==> src/rtl/attn_inst_sequencer_if.sv <==
// Control and instruction bundle between the host and the attention instruction sequencer.
interface attn_inst_sequencer_if;
  logic        start;
  logic        qk_only;
  logic        pause;
  logic [31:0] inst;
  logic [2:0]  phase;
  logic        busy;
  logic        done;

  modport master (
    output start, qk_only, pause,
    input  inst, phase, busy, done
  );

  modport slave (
    input  start, qk_only, pause,
    output inst, phase, busy, done
  );
endinterface

==> src/rtl/attn_inst_sequencer.sv <==
// Generates the fullchip instruction stream for one attention pass (K load .. OUTMEM readout)
// from a single start pulse, with per-phase step counters, inter-phase gaps and pause stalls.
module attn_inst_sequencer #(
  parameter int total_cycle = 8,
  parameter int col         = 8,
  parameter int gap         = 10
) (
  input  logic                 clk,
  input  logic                 reset,
  attn_inst_sequencer_if.slave bus
);

  localparam logic [2:0] IDLE      = 3'd0;
  localparam logic [2:0] K_LOAD    = 3'd1;
  localparam logic [2:0] Q_EXEC    = 3'd2;
  localparam logic [2:0] NORM      = 3'd3;
  localparam logic [2:0] V_LOAD    = 3'd4;
  localparam logic [2:0] V_EXEC    = 3'd5;
  localparam logic [2:0] OUT_STORE = 3'd6;
  localparam logic [2:0] OUT_READ  = 3'd7;

  localparam logic [7:0] TC         = 8'(total_cycle);
  localparam logic [7:0] LOAD_LAST  = 8'(col + 3);
  localparam logic [7:0] EXEC_LAST  = 8'(total_cycle);
  localparam logic [7:0] NORM_LAST  = 8'(4 * total_cycle - 1);
  localparam logic [7:0] STORE_LAST = 8'(2 * total_cycle - 1);
  localparam logic [7:0] GAP_LAST   = 8'(gap - 1);
  localparam logic       GAP_EN     = (gap != 0);

  localparam logic [31:0] ADDR_MASK = 32'h0000_FF00;

  localparam int B_OUTMEM_RD  = 31;
  localparam int B_OUTMEM_WR  = 30;
  localparam int B_MAC2_OFIFO = 29;
  localparam int B_MAC2_EXE   = 28;
  localparam int B_MAC2_LOAD  = 27;
  localparam int B_VMEM_RD    = 22;
  localparam int B_NORM_EXE   = 20;
  localparam int B_SUM_RD     = 19;
  localparam int B_SUM_WR     = 18;
  localparam int B_OFIFO_RD   = 16;
  localparam int B_EXECUTE    = 7;
  localparam int B_LOAD       = 6;
  localparam int B_QMEM_RD    = 5;
  localparam int B_KMEM_RD    = 3;
  localparam int B_PMEM_RD    = 1;
  localparam int B_PMEM_WR    = 0;

  // K and V loads share one shape: load strobe, delayed read strobe, address lagging by one.
  function automatic logic [31:0] load_word(input logic [7:0] c, input int ld_bit,
                                            input int rd_bit);
    logic [31:0] w;
    w = '0;
    if (c < LOAD_LAST) w[ld_bit] = 1'b1;
    if (c != 8'd0 && c < LOAD_LAST - 8'd1) w[rd_bit] = 1'b1;
    if (c >= 8'd2 && c < LOAD_LAST - 8'd1) w[15:12] = 4'(c - 8'd1);
    return w;
  endfunction

  function automatic logic [31:0] step_word(input logic [2:0] st, input logic [7:0] c);
    logic [31:0] w;
    logic [5:0]  r4;
    logic [6:0]  r2;
    w  = '0;
    r4 = c[7:2];
    r2 = c[7:1];
    case (st)
      K_LOAD: w = load_word(c, B_LOAD, B_KMEM_RD);
      V_LOAD: w = load_word(c, B_MAC2_LOAD, B_VMEM_RD);
      Q_EXEC: begin
        if (c < TC) begin
          w[B_EXECUTE] = 1'b1;
          w[B_QMEM_RD] = 1'b1;
          w[15:12]     = c[3:0];
        end
      end
      NORM: begin
        // pmem_add keeps the previous row's write address until this row's S3
        w[11:8] = (r4 == 6'd0) ? 4'd0 : 4'(r4 - 6'd1);
        case (c[1:0])
          2'd0: w[B_OFIFO_RD] = (r4 != 6'd0);
          2'd1: w[B_SUM_WR] = 1'b1;
          2'd2: begin
            w[B_SUM_RD]   = 1'b1;
            w[B_NORM_EXE] = 1'b1;
          end
          default: begin
            w[B_PMEM_WR] = 1'b1;
            w[11:8]      = r4[3:0];
          end
        endcase
      end
      V_EXEC: begin
        if (c < TC) begin
          w[B_MAC2_EXE] = 1'b1;
          w[B_PMEM_RD]  = 1'b1;
          w[11:8]       = c[3:0];
        end
      end
      OUT_STORE: begin
        if (c[0]) begin
          w[B_OUTMEM_WR] = 1'b1;
          w[11:8]        = r2[3:0];
        end else begin
          w[B_MAC2_OFIFO] = (r2 != 7'd0);
        end
      end
      OUT_READ: begin
        w[B_OUTMEM_RD] = 1'b1;
        w[11:8]        = c[3:0];
      end
      default: w = '0;
    endcase
    return w;
  endfunction

  function automatic logic [7:0] phase_last(input logic [2:0] st);
    case (st)
      K_LOAD, V_LOAD:           return LOAD_LAST;
      Q_EXEC, V_EXEC, OUT_READ: return EXEC_LAST;
      NORM:                     return NORM_LAST;
      OUT_STORE:                return STORE_LAST;
      default:                  return 8'd0;
    endcase
  endfunction

  function automatic logic has_gap(input logic [2:0] st);
    return (st == K_LOAD) || (st == Q_EXEC) || (st == V_LOAD) || (st == V_EXEC);
  endfunction

  function automatic logic [2:0] phase_next(input logic [2:0] st, input logic qk);
    case (st)
      K_LOAD:    return Q_EXEC;
      Q_EXEC:    return NORM;
      NORM:      return qk ? IDLE : V_LOAD;
      V_LOAD:    return V_EXEC;
      V_EXEC:    return OUT_STORE;
      OUT_STORE: return OUT_READ;
      default:   return IDLE;
    endcase
  endfunction

  // state/cnt/gap describe the next step to issue; IDLE with busy high means "issue done".
  logic [2:0]  state_q, state_d;
  logic [7:0]  cnt_q, cnt_d;
  logic        gap_q, gap_d;
  logic        qk_only_q, qk_only_d;
  logic [31:0] inst_q, inst_d;
  logic [2:0]  phase_q, phase_d;
  logic        busy_q, busy_d;
  logic        done_q, done_d;

  logic        idle;
  logic [2:0]  cur_st, adv_st;
  logic [7:0]  cur_c, adv_c;
  logic        cur_gap, adv_gap, cur_qk;
  logic [31:0] cur_word;

  always_comb begin
    idle     = (state_q == IDLE) && !busy_q;
    cur_st   = idle ? K_LOAD : state_q;
    cur_c    = idle ? 8'd0 : cnt_q;
    cur_gap  = idle ? 1'b0 : gap_q;
    cur_qk   = idle ? bus.qk_only : qk_only_q;
    cur_word = cur_gap ? 32'd0 : step_word(cur_st, cur_c);

    adv_st  = cur_st;
    adv_c   = cur_c + 8'd1;
    adv_gap = cur_gap;
    if (cur_gap) begin
      if (cur_c == GAP_LAST) begin
        adv_st  = phase_next(cur_st, cur_qk);
        adv_c   = 8'd0;
        adv_gap = 1'b0;
      end
    end else if (cur_c == phase_last(cur_st)) begin
      adv_c = 8'd0;
      if (GAP_EN && has_gap(cur_st)) adv_gap = 1'b1;
      else                           adv_st  = phase_next(cur_st, cur_qk);
    end
  end

  always_comb begin
    state_d   = state_q;
    cnt_d     = cnt_q;
    gap_d     = gap_q;
    qk_only_d = qk_only_q;
    inst_d    = inst_q;
    phase_d   = phase_q;
    busy_d    = busy_q;
    done_d    = 1'b0;
    if (idle) begin
      inst_d  = '0;
      phase_d = IDLE;
      busy_d  = 1'b0;
      if (bus.start) begin
        qk_only_d = bus.qk_only;
        inst_d    = cur_word;
        phase_d   = K_LOAD;
        busy_d    = 1'b1;
        state_d   = adv_st;
        cnt_d     = adv_c;
        gap_d     = adv_gap;
      end
    end else if (bus.pause) begin
      // stall: the pending step keeps its addresses visible but asserts no strobe
      inst_d = cur_word & ADDR_MASK;
    end else if (state_q == IDLE) begin
      inst_d  = '0;
      phase_d = IDLE;
      busy_d  = 1'b0;
      done_d  = 1'b1;
    end else begin
      inst_d  = cur_word;
      phase_d = state_q;
      busy_d  = 1'b1;
      state_d = adv_st;
      cnt_d   = adv_c;
      gap_d   = adv_gap;
    end
  end

  always_ff @(posedge clk) begin
    if (reset) begin
      state_q   <= IDLE;
      cnt_q     <= '0;
      gap_q     <= 1'b0;
      qk_only_q <= 1'b0;
      inst_q    <= '0;
      phase_q   <= IDLE;
      busy_q    <= 1'b0;
      done_q    <= 1'b0;
    end else begin
      state_q   <= state_d;
      cnt_q     <= cnt_d;
      gap_q     <= gap_d;
      qk_only_q <= qk_only_d;
      inst_q    <= inst_d;
      phase_q   <= phase_d;
      busy_q    <= busy_d;
      done_q    <= done_d;
    end
  end

  assign bus.inst  = inst_q;
  assign bus.phase = phase_q;
  assign bus.busy  = busy_q;
  assign bus.done  = done_q;

endmodule

==> src/flat_wrapper.sv <==
// flat-port wrapper written by rule: the top's interface ports become plain ports
module attn_inst_sequencer_flat 
#(
  parameter int total_cycle = 8,
  parameter int col         = 8,
  parameter int gap         = 10
)
  (clk, reset, bus_start, bus_qk_only, bus_pause, bus_inst, bus_phase, bus_busy, bus_done);
  attn_inst_sequencer_if bus_i ();
  input  logic clk;
  input  logic reset;
  input wire logic [$bits(bus_i.start)-1:0] bus_start;
  input wire logic [$bits(bus_i.qk_only)-1:0] bus_qk_only;
  input wire logic [$bits(bus_i.pause)-1:0] bus_pause;
  output wire logic [$bits(bus_i.inst)-1:0] bus_inst;
  output wire logic [$bits(bus_i.phase)-1:0] bus_phase;
  output wire logic [$bits(bus_i.busy)-1:0] bus_busy;
  output wire logic [$bits(bus_i.done)-1:0] bus_done;
  assign bus_i.start = bus_start;
  assign bus_i.qk_only = bus_qk_only;
  assign bus_i.pause = bus_pause;
  assign bus_inst = bus_i.inst;
  assign bus_phase = bus_i.phase;
  assign bus_busy = bus_i.busy;
  assign bus_done = bus_i.done;
  attn_inst_sequencer #(.total_cycle(total_cycle), .col(col), .gap(gap)) u_core (.clk(clk), .reset(reset), .bus(bus_i));
endmodule
==> config.mk <==
export PLATFORM = sky130hd
export DESIGN_NAME = attn_inst_sequencer_flat
export DESIGN_NICKNAME = d
export VERILOG_FILES = /design/src/rtl/attn_inst_sequencer_if.sv /design/src/rtl/attn_inst_sequencer.sv /design/src/flat_wrapper.sv
export SDC_FILE = /design/constraint.sdc
export NUM_CORES = 1
export LEC_CHECK = 0
export CAP_MARGIN = 20
export CORE_UTILIZATION = 40
export DETAILED_ROUTE_END_ITERATION = 8
export GPL_ROUTABILITY_DRIVEN = 0
export PLACE_DENSITY = 0.66
export SLEW_MARGIN = 5
export SYNTH_ARGS = -nofsm -noshare
export SYNTH_HDL_FRONTEND = slang
export SYNTH_SLANG_ARGS = --single-unit
==> constraint.sdc <==
create_clock -name clk -period 8.6 [get_ports clk]
set_input_delay 1.72 -clock clk [delete_from_list [all_inputs] [get_ports clk]]
set_output_delay 1.72 -clock clk [all_outputs]
set_load 0.02 [all_outputs]
==> flow_results.xml <==
<?xml version="1.0" encoding="UTF-8"?>
<metrics>
  <group name="job">
    <metric name="timing.max_cap.violations" unit="">0</metric>
  </group>
  <group name="final_layout">
    <metric name="drive_gt1_share" unit="%">5.57</metric>
    <metric name="syn2layout_area_growth" unit="%">16.3</metric>
    <metric name="nNetsFinal" unit="">315</metric>
    <metric name="fillCellCount" unit="">535</metric>
    <metric name="diodes_inserted" unit="">0</metric>
    <metric name="multi_input_combinational_cell_area" unit="mm2">0.00128</metric>
    <metric name="regArea" unit="um2">781</metric>
  </group>
  <group name="grt">
    <metric name="first_global_vias" unit="">2024</metric>
    <metric name="grt_overflow_total" unit="">0</metric>
    <metric name="total_routing_usage_gr" unit="%">21.3</metric>
    <metric name="first_pass_grt_wire_length" unit="mm">10.1</metric>
    <metric name="largest_net_degree_at_the_start_of_global_routing" unit="">24</metric>
    <metric name="antenna_found_initial" unit="">0</metric>
  </group>
  <group name="setup_path">
    <metric name="worst_path_arrival" unit="ps">3820</metric>
    <metric name="category_of_the_critical_setup_timing_path" unit="">primary input to flop</metric>
    <metric name="critical_path_required" unit="ps">8740</metric>
    <metric name="end_kind" unit="">flop</metric>
    <metric name="worst_setup_path_start_kind" unit="">primary input</metric>
    <metric name="cp_max_fo" unit="">13</metric>
  </group>
  <group name="yosys">
    <metric name="post_synth_inst_count" unit="">292</metric>
    <metric name="edff_count_synth" unit="">0</metric>
    <metric name="synth_area_leaders" unit="">sky130_fd_sc_hd__dfxtp_1 (34%), sky130_fd_sc_hd__a21oi_1 (5.5%), sky130_fd_sc_hd__nand2_1 (5.1%)</metric>
    <metric name="synth.yosys.seq_area_share" unit="%">34.5</metric>
    <metric name="yosys.area.top_type" unit="">sky130_fd_sc_hd__dfxtp_1</metric>
    <metric name="total_standard_cell_area_after_synthesis" unit="mm2">0.00227</metric>
    <metric name="netlist.area_leader.share" unit="%">34.5</metric>
    <metric name="post_synth.cell_area_avg" unit="um2">7.76</metric>
    <metric name="number_of_distinct_library_cells_after_synthesis" unit="">58</metric>
    <metric name="postSynthRegisterBits" unit="">39</metric>
    <metric name="synth_flop_cell" unit="">sky130_fd_sc_hd__dfxtp_1</metric>
    <metric name="synth-async-reset-ratio" unit="%">0</metric>
    <metric name="number_of_synthesis_warnings" unit="">0</metric>
  </group>
  <group name="floorplanning">
    <metric name="fp.dieW" unit="um">77.3</metric>
    <metric name="die_height" unit="um">77.3</metric>
    <metric name="core_region_area" unit="mm2">0.00547</metric>
    <metric name="total_die_area" unit="mm2">0.00597</metric>
    <metric name="initial_core_util" unit="%">41.4</metric>
    <metric name="ios" unit="">42</metric>
    <metric name="core.rowCount" unit="">27</metric>
  </group>
  <group name="hold_path">
    <metric name="worst_hold_path_type" unit="">flop to flop</metric>
  </group>
  <group name="pwr">
    <metric name="power.net_switching" unit="uW">278</metric>
    <metric name="pwr-share-comb" unit="%">41.6</metric>
    <metric name="leakage" unit="uW">0.000913</metric>
    <metric name="power.share.sequential" unit="%">36.1</metric>
    <metric name="max-vdd-ir-drop" unit="mV">0.183</metric>
    <metric name="clkPwrFrac" unit="%">22.3</metric>
    <metric name="power.switching_fraction" unit="%">42.4</metric>
    <metric name="p_int" unit="uW">377</metric>
    <metric name="power_dens_cells" unit="mW/mm2">248</metric>
  </group>
  <group name="cts">
    <metric name="cts.repair_timing.setup_buffer_count" unit="">0</metric>
    <metric name="clock_latency" unit="ps">290</metric>
    <metric name="cts-htree-levels" unit="">2</metric>
    <metric name="ctsHoldBuffers" unit="">0</metric>
    <metric name="cts_buffers" unit="">5</metric>
    <metric name="path_clk_slew" unit="ps">70</metric>
    <metric name="cts.sinks" unit="">39</metric>
    <metric name="cts_tree" unit="">done</metric>
    <metric name="cts_root_buffer" unit="">sky130_fd_sc_hd__clkbuf_8</metric>
    <metric name="cts_buffer_depth" unit="">2</metric>
    <metric name="post_cts.resized_instances" unit="">0</metric>
  </group>
  <group name="sta">
    <metric name="fin_setup_tns" unit="ps">0</metric>
    <metric name="timing_max_transition_violations_final" unit="">0</metric>
    <metric name="period_needed" unit="ps">3680</metric>
    <metric name="finalHoldViolations" unit="">0</metric>
    <metric name="part_of_the_cycle_the_worst_path_needs" unit="%">42.8</metric>
    <metric name="finalClockSkew" unit="ps">8.68</metric>
    <metric name="max_slew.worst_pin.slew" unit="ps">969</metric>
    <metric name="grt_setup_unrepaired" unit="">no</metric>
    <metric name="hold_slack" unit="ps">472</metric>
    <metric name="worst_slew_margin_rel" unit="%">35.1</metric>
    <metric name="clock.fmax" unit="GHz">0.272</metric>
    <metric name="setup_violation_total_in_the_final_timing_report" unit="">0</metric>
  </group>
  <group name="run_status">
    <metric name="run_status" unit="">complete, no violations</metric>
  </group>
  <group name="route">
    <metric name="vias" unit="">2225</metric>
    <metric name="detail_route.wl_per_cell" unit="um">15.9</metric>
    <metric name="initialDrtViolationCount" unit="">388</metric>
    <metric name="viasPerCell" unit="">5.90</metric>
    <metric name="ant_nets" unit="">0</metric>
    <metric name="finalWirelength" unit="mm">6.00</metric>
    <metric name="firstDrtPassIters" unit="">5</metric>
    <metric name="detail_route.drc_violations" unit="">0</metric>
  </group>
  <group name="placement">
    <metric name="dpl.hpwl" unit="mm">4.10</metric>
    <metric name="place.port_buffers" unit="">33</metric>
  </group>
</metrics>
==> synth_stat cells (2+ instances only) <==
master / number
sky130_fd_sc_hd__nor2_1: 22
sky130_fd_sc_hd__and3_1: 4
sky130_fd_sc_hd__a32oi_1: 2
sky130_fd_sc_hd__a211oi_1: 2
sky130_fd_sc_hd__xnor2_1: 4
sky130_fd_sc_hd__or3_1: 4
sky130_fd_sc_hd__clkbuf_1: 16
sky130_fd_sc_hd__buf_2: 4
sky130_fd_sc_hd__buf_6: 2
sky130_fd_sc_hd__o22ai_1: 2
sky130_fd_sc_hd__and2_1: 2
sky130_fd_sc_hd__a22oi_1: 3
sky130_fd_sc_hd__a31oi_1: 4
sky130_fd_sc_hd__o211ai_1: 2
sky130_fd_sc_hd__dfxtp_1: 39
sky130_fd_sc_hd__nor2b_1: 4
sky130_fd_sc_hd__inv_1: 11
sky130_fd_sc_hd__buf_1: 2
sky130_fd_sc_hd__a21o_1: 3
sky130_fd_sc_hd__or4_1: 2
sky130_fd_sc_hd__o21a_1: 2
sky130_fd_sc_hd__a311oi_1: 2
sky130_fd_sc_hd__buf_4: 11
sky130_fd_sc_hd__nand2_1: 31
sky130_fd_sc_hd__mux2_2: 2
sky130_fd_sc_hd__nand4_1: 3
sky130_fd_sc_hd__a21oi_1: 25
sky130_fd_sc_hd__ha_1: 5
sky130_fd_sc_hd__o21bai_1: 2
sky130_fd_sc_hd__nor3_1: 10
sky130_fd_sc_hd__and4_1: 2
sky130_fd_sc_hd__nor4_1: 11
sky130_fd_sc_hd__o41ai_1: 2
sky130_fd_sc_hd__nand3_1: 9
sky130_fd_sc_hd__nand2b_1: 2
sky130_fd_sc_hd__o21ai_0: 17
==> placed cells by master (no fill, tap or decap), types with 5 or more instances in the layout <==
| master | instances |
|---|---|
| sky130_fd_sc_hd__nand2_1 | 31 |
| sky130_fd_sc_hd__nor2_1 | 22 |
| sky130_fd_sc_hd__nor4_1 | 10 |
| sky130_fd_sc_hd__nor3_1 | 10 |
| sky130_fd_sc_hd__nand3_1 | 9 |
| sky130_fd_sc_hd__o21ai_0 | 17 |
| sky130_fd_sc_hd__ha_1 | 5 |
| sky130_fd_sc_hd__clkbuf_8 | 5 |
| sky130_fd_sc_hd__dfxtp_1 | 39 |
| sky130_fd_sc_hd__a21oi_1 | 25 |
| sky130_fd_sc_hd__inv_1 | 11 |
| sky130_fd_sc_hd__clkdlybuf4s50_1 | 33 |
| sky130_fd_sc_hd__conb_1 | 8 |
==> layout make-up <==
type                    count  area share [%]
multi-input cells         214            48.7
flip-flops and latches     39            29.6
repair buffers             34            12.8
well taps                  72            3.42
clock buffers               6            2.75
inverters                  11            1.57
clock inverters             1            1.14
==> routing by layer <==
layer / vias up / GRT usage [%] / part of all wire (%)
met2: 116 / 32.1 / 45
li1: 1060 / - / -
met1: 1025 / 28.5 / 45
met3: 24 / 3.69 / 5.3
met4: 0 / 12.1 / 4.1
met5: - / 0 / 0
==> per-stage QoR <==
step	power, uW	instance area [um2]	setup slack [ps]	instances	utilization (%)
finish	655	2640	4920	377	48.2
global route	694	2640	4740	377	48.2
CTS	650	2640	4950	377	48.2
detailed placement	505	2530	4680	370	46.3
global placement	501	2530	4790	370	46.3
floorplan	437	2290	5680	299	-
==> critical path: stages <==
cell and delay (ps):
sky130_fd_sc_hd__clkdlybuf4s50_1 740, sky130_fd_sc_hd__a2bb2oi_1 840, sky130_fd_sc_hd__a31oi_1 200, sky130_fd_sc_hd__a22oi_1 210, sky130_fd_sc_hd__a311oi_1 110
==> power by group through the flow <==
stage	sequential, uW	combinational (uW)	clock, uW
final	236	273	146
after global routing	238	297	159
after CTS	234	268	148
after detailed placement	238	267	0
after global placement	237	264	0
after floorplan	218	219	0
==> registers in the layout (all words and copies together) (netlist names) <==
register          flops
u_core.state_q        3
u_core.bus.phase      3
u_core.bus.busy       1
u_core.gap_q          1
u_core.qk_only_q      1
u_core.bus.inst      21
u_core.bus.done       1
u_core.cnt_q          8
==> logic make-up (layout without fill, tap and decap cells) <==
family	count (synthesis)	count (layout)	synth area share (%)
other	1	8	0.165
AOI/OAI and AO/OA	81	81	23.7
xor gates and xnor gates	4	4	1.55
and+or+nand+nor	113	113	25.6
adders and majority gates	5	5	2.76
buffers and inverters	46	52	10.3
muxes	3	3	1.44
DFF	39	39	34.5
==> final timing paths <==
| check | start | to | cells past startpoint | slack (ps) |
|---|---|---|---|---|
| setup reg to reg | u_core.state_q[1] | u_core.state_q[2] | 9 | 5150 |
| hold reg to reg | u_core.bus.phase[2] | u_core.bus.phase[2] | 2 | 470 |
| hold / removal | u_core.bus.phase[2] | u_core.bus.phase[2] | 2 | 470 |
| setup / recovery | bus_pause | u_core.state_q[2] | 5 | 4920 |
(Power assumes the default switching activity.)
==> patch (config.mk and constraints unchanged) <==
Make the reset (`reset`) asynchronous in one clocked block.
--- a/src/rtl/attn_inst_sequencer.sv
+++ b/src/rtl/attn_inst_sequencer.sv
@@ -220,7 +220,7 @@
     end
   end
 
-  always_ff @(posedge clk) begin
+  always_ff @(posedge clk or posedge reset) begin
     if (reset) begin
       state_q   <= IDLE;
       cnt_q     <= '0;
Formal check against the unedited RTL: differs if reset is asserted again (counterexample within 4 cycles, from zero or initial values and one cycle with reset high); with reset held inactive, the same outputs for 10 cycles.
==> patch against the unedited design <==
Wire length grew 0.10%. Synthesized area is 8.6% higher. Design area is 7.4% higher. First-iteration DRC count decreased by 39%. Non-clock buffer count up 2. Critical path type unchanged. Total power decreased by 1.8%. Worst setup slack lost 0.059 ns. Register-to-register slack lost 0.04 ns. Sequential cell count unchanged. Clock skew increased by 0.0027 ns. Utilization fell by 0.37 points.
==> patch: results (changes against the unedited design) <==
** Logic synthesis
- The share of async-settable or async-resettable flops after synthesis came to 100% (was 0%).
- Parity-gate share of the synthesized area counting xor and xnor cells :: 1.07% (was 1.55%)
- Area fraction in compound gates after synthesis :: 20.2% (was 23.7%)
- Unique cell type count in the Yosys netlist :: 54 (was 58)
- The part of the Yosys area used for sequential elements was 39.7% (was 34.5%).
- Share of synthesized cell area in full adder, half adder and majority cells :: 2.54% (was 2.76%)
- The multiplexer share of the synthesized area was 3.05% (was 1.44%).
- Number of cells produced by synthesis :: 291 (was 292)

** Placement
- Total half-perimeter wirelength after legalization and detailed placement :: 4140 microns (was 4100 microns)

** Worst setup path
- Register-to-Register Setup Slack :: 5.11 ns (was 5.15 ns)
- Critical path peak fanout :: 18 (was 13)
- CP max-delay cell :: clkdlybuf4s50_1 (was a2bb2oi_1)

** Global routing
- Global-route met1 utilization :: 25.2% (was 28.5%)
- The met2 demand-to-capacity share in global routing was 30.4% (was 32.1%).
- Vias in the first global route :: 1880 (was 2024)
- Global router's overall resource usage :: 19.4% (was 21.3%)
- Largest net degree at the start of global routing :: 40 (was 24)
- The met3 usage came to 3.98% (was 3.69%).

** Final layout
- Share of layout cells above drive strength 1 :: 6.54% (was 5.57%)
- The final cell count without fillers was 381 (was 377).

** Power
- Maximum vdd ir drop :: 0.000101 V (was 0.000183 V)
- The leakage power summed over all cells was 1.16 nW (was 0.913 nW).
- Switching pwr :: 0.000273 W (was 0.000278 W)

** Hold path
- Source of the worst hold timing path :: u_core.qk_only_q$_DFFE_PP0P_ (was u_core.bus.phase[2]$_SDFFE_PP0P_)

** Run status
- Result of the run: finished clean (unchanged).

** Routing
- The routed wire length per instance was 15.8 microns (was 15.9 microns).
- Number of vias in the routed layout :: 2227 (was 2225)
[patch: cell types whose count changed after synthesis, sizes merged, moves of 6 or more]
cell / change
dfrtp: +39
dfxtp: -39
a21oi: -11
clkbuf: +7
buf: -6
o21ai: +6
[patch: final timing paths]
kind / cells past startpoint / end
setup / recovery: 5 / u_core.cnt_q[3]$_DFFE_PP0P_
hold / removal: 1 / u_core.qk_only_q$_DFFE_PP0P_
setup reg to reg: 7 / u_core.state_q[2]$_DFFE_PP0P_
hold reg to reg: 1 / u_core.qk_only_q$_DFFE_PP0P_
max in group asynchronous: 3 / u_core.bus.inst[28]$_DFF_PP0_
min in group asynchronous: 3 / u_core.bus.busy$_DFFE_PP0P_
[patch: per-layer routing]
layer  wire length [microns]  vias up
met1                    2580     1043
li1                        -     1062
met5                       0        -
met2                    2840      107
met4                     192        0
met3                     393       15
[patch: cells by family (layout without fill, tap and decap cells)]
family,after synthesis,in the layout
xor+xnor,3,3
compound gates,77,77
flops,39,39
other cells,1,8
mux,7,7
simple gates,114,114
fa+ha+maj,5,5
buf+inv,45,53
[patch: metrics by stage]
stage	hold WS [ns]	instance area, sq um	total power [W]
floorplan	0.480	2490	0.000458
global placement	0.498	2750	0.000518
detailed placement	0.513	2750	0.000522
CTS	0.531	2830	0.000641
global route	0.562	2830	0.000688
finish	0.522	2830	0.000643
[patch: layout make-up]
| type | count | area share [%] |
|---|---|---|
| multi-input combinational | 214 | 45.7 |
| sequential | 39 | 34.5 |
| timing repair buffer | 36 | 12.5 |
| tap | 75 | 3.32 |
| clock buffer | 7 | 2.70 |
| inverter | 9 | 1.19 |
| clock inverter | 1 | 0.177 |
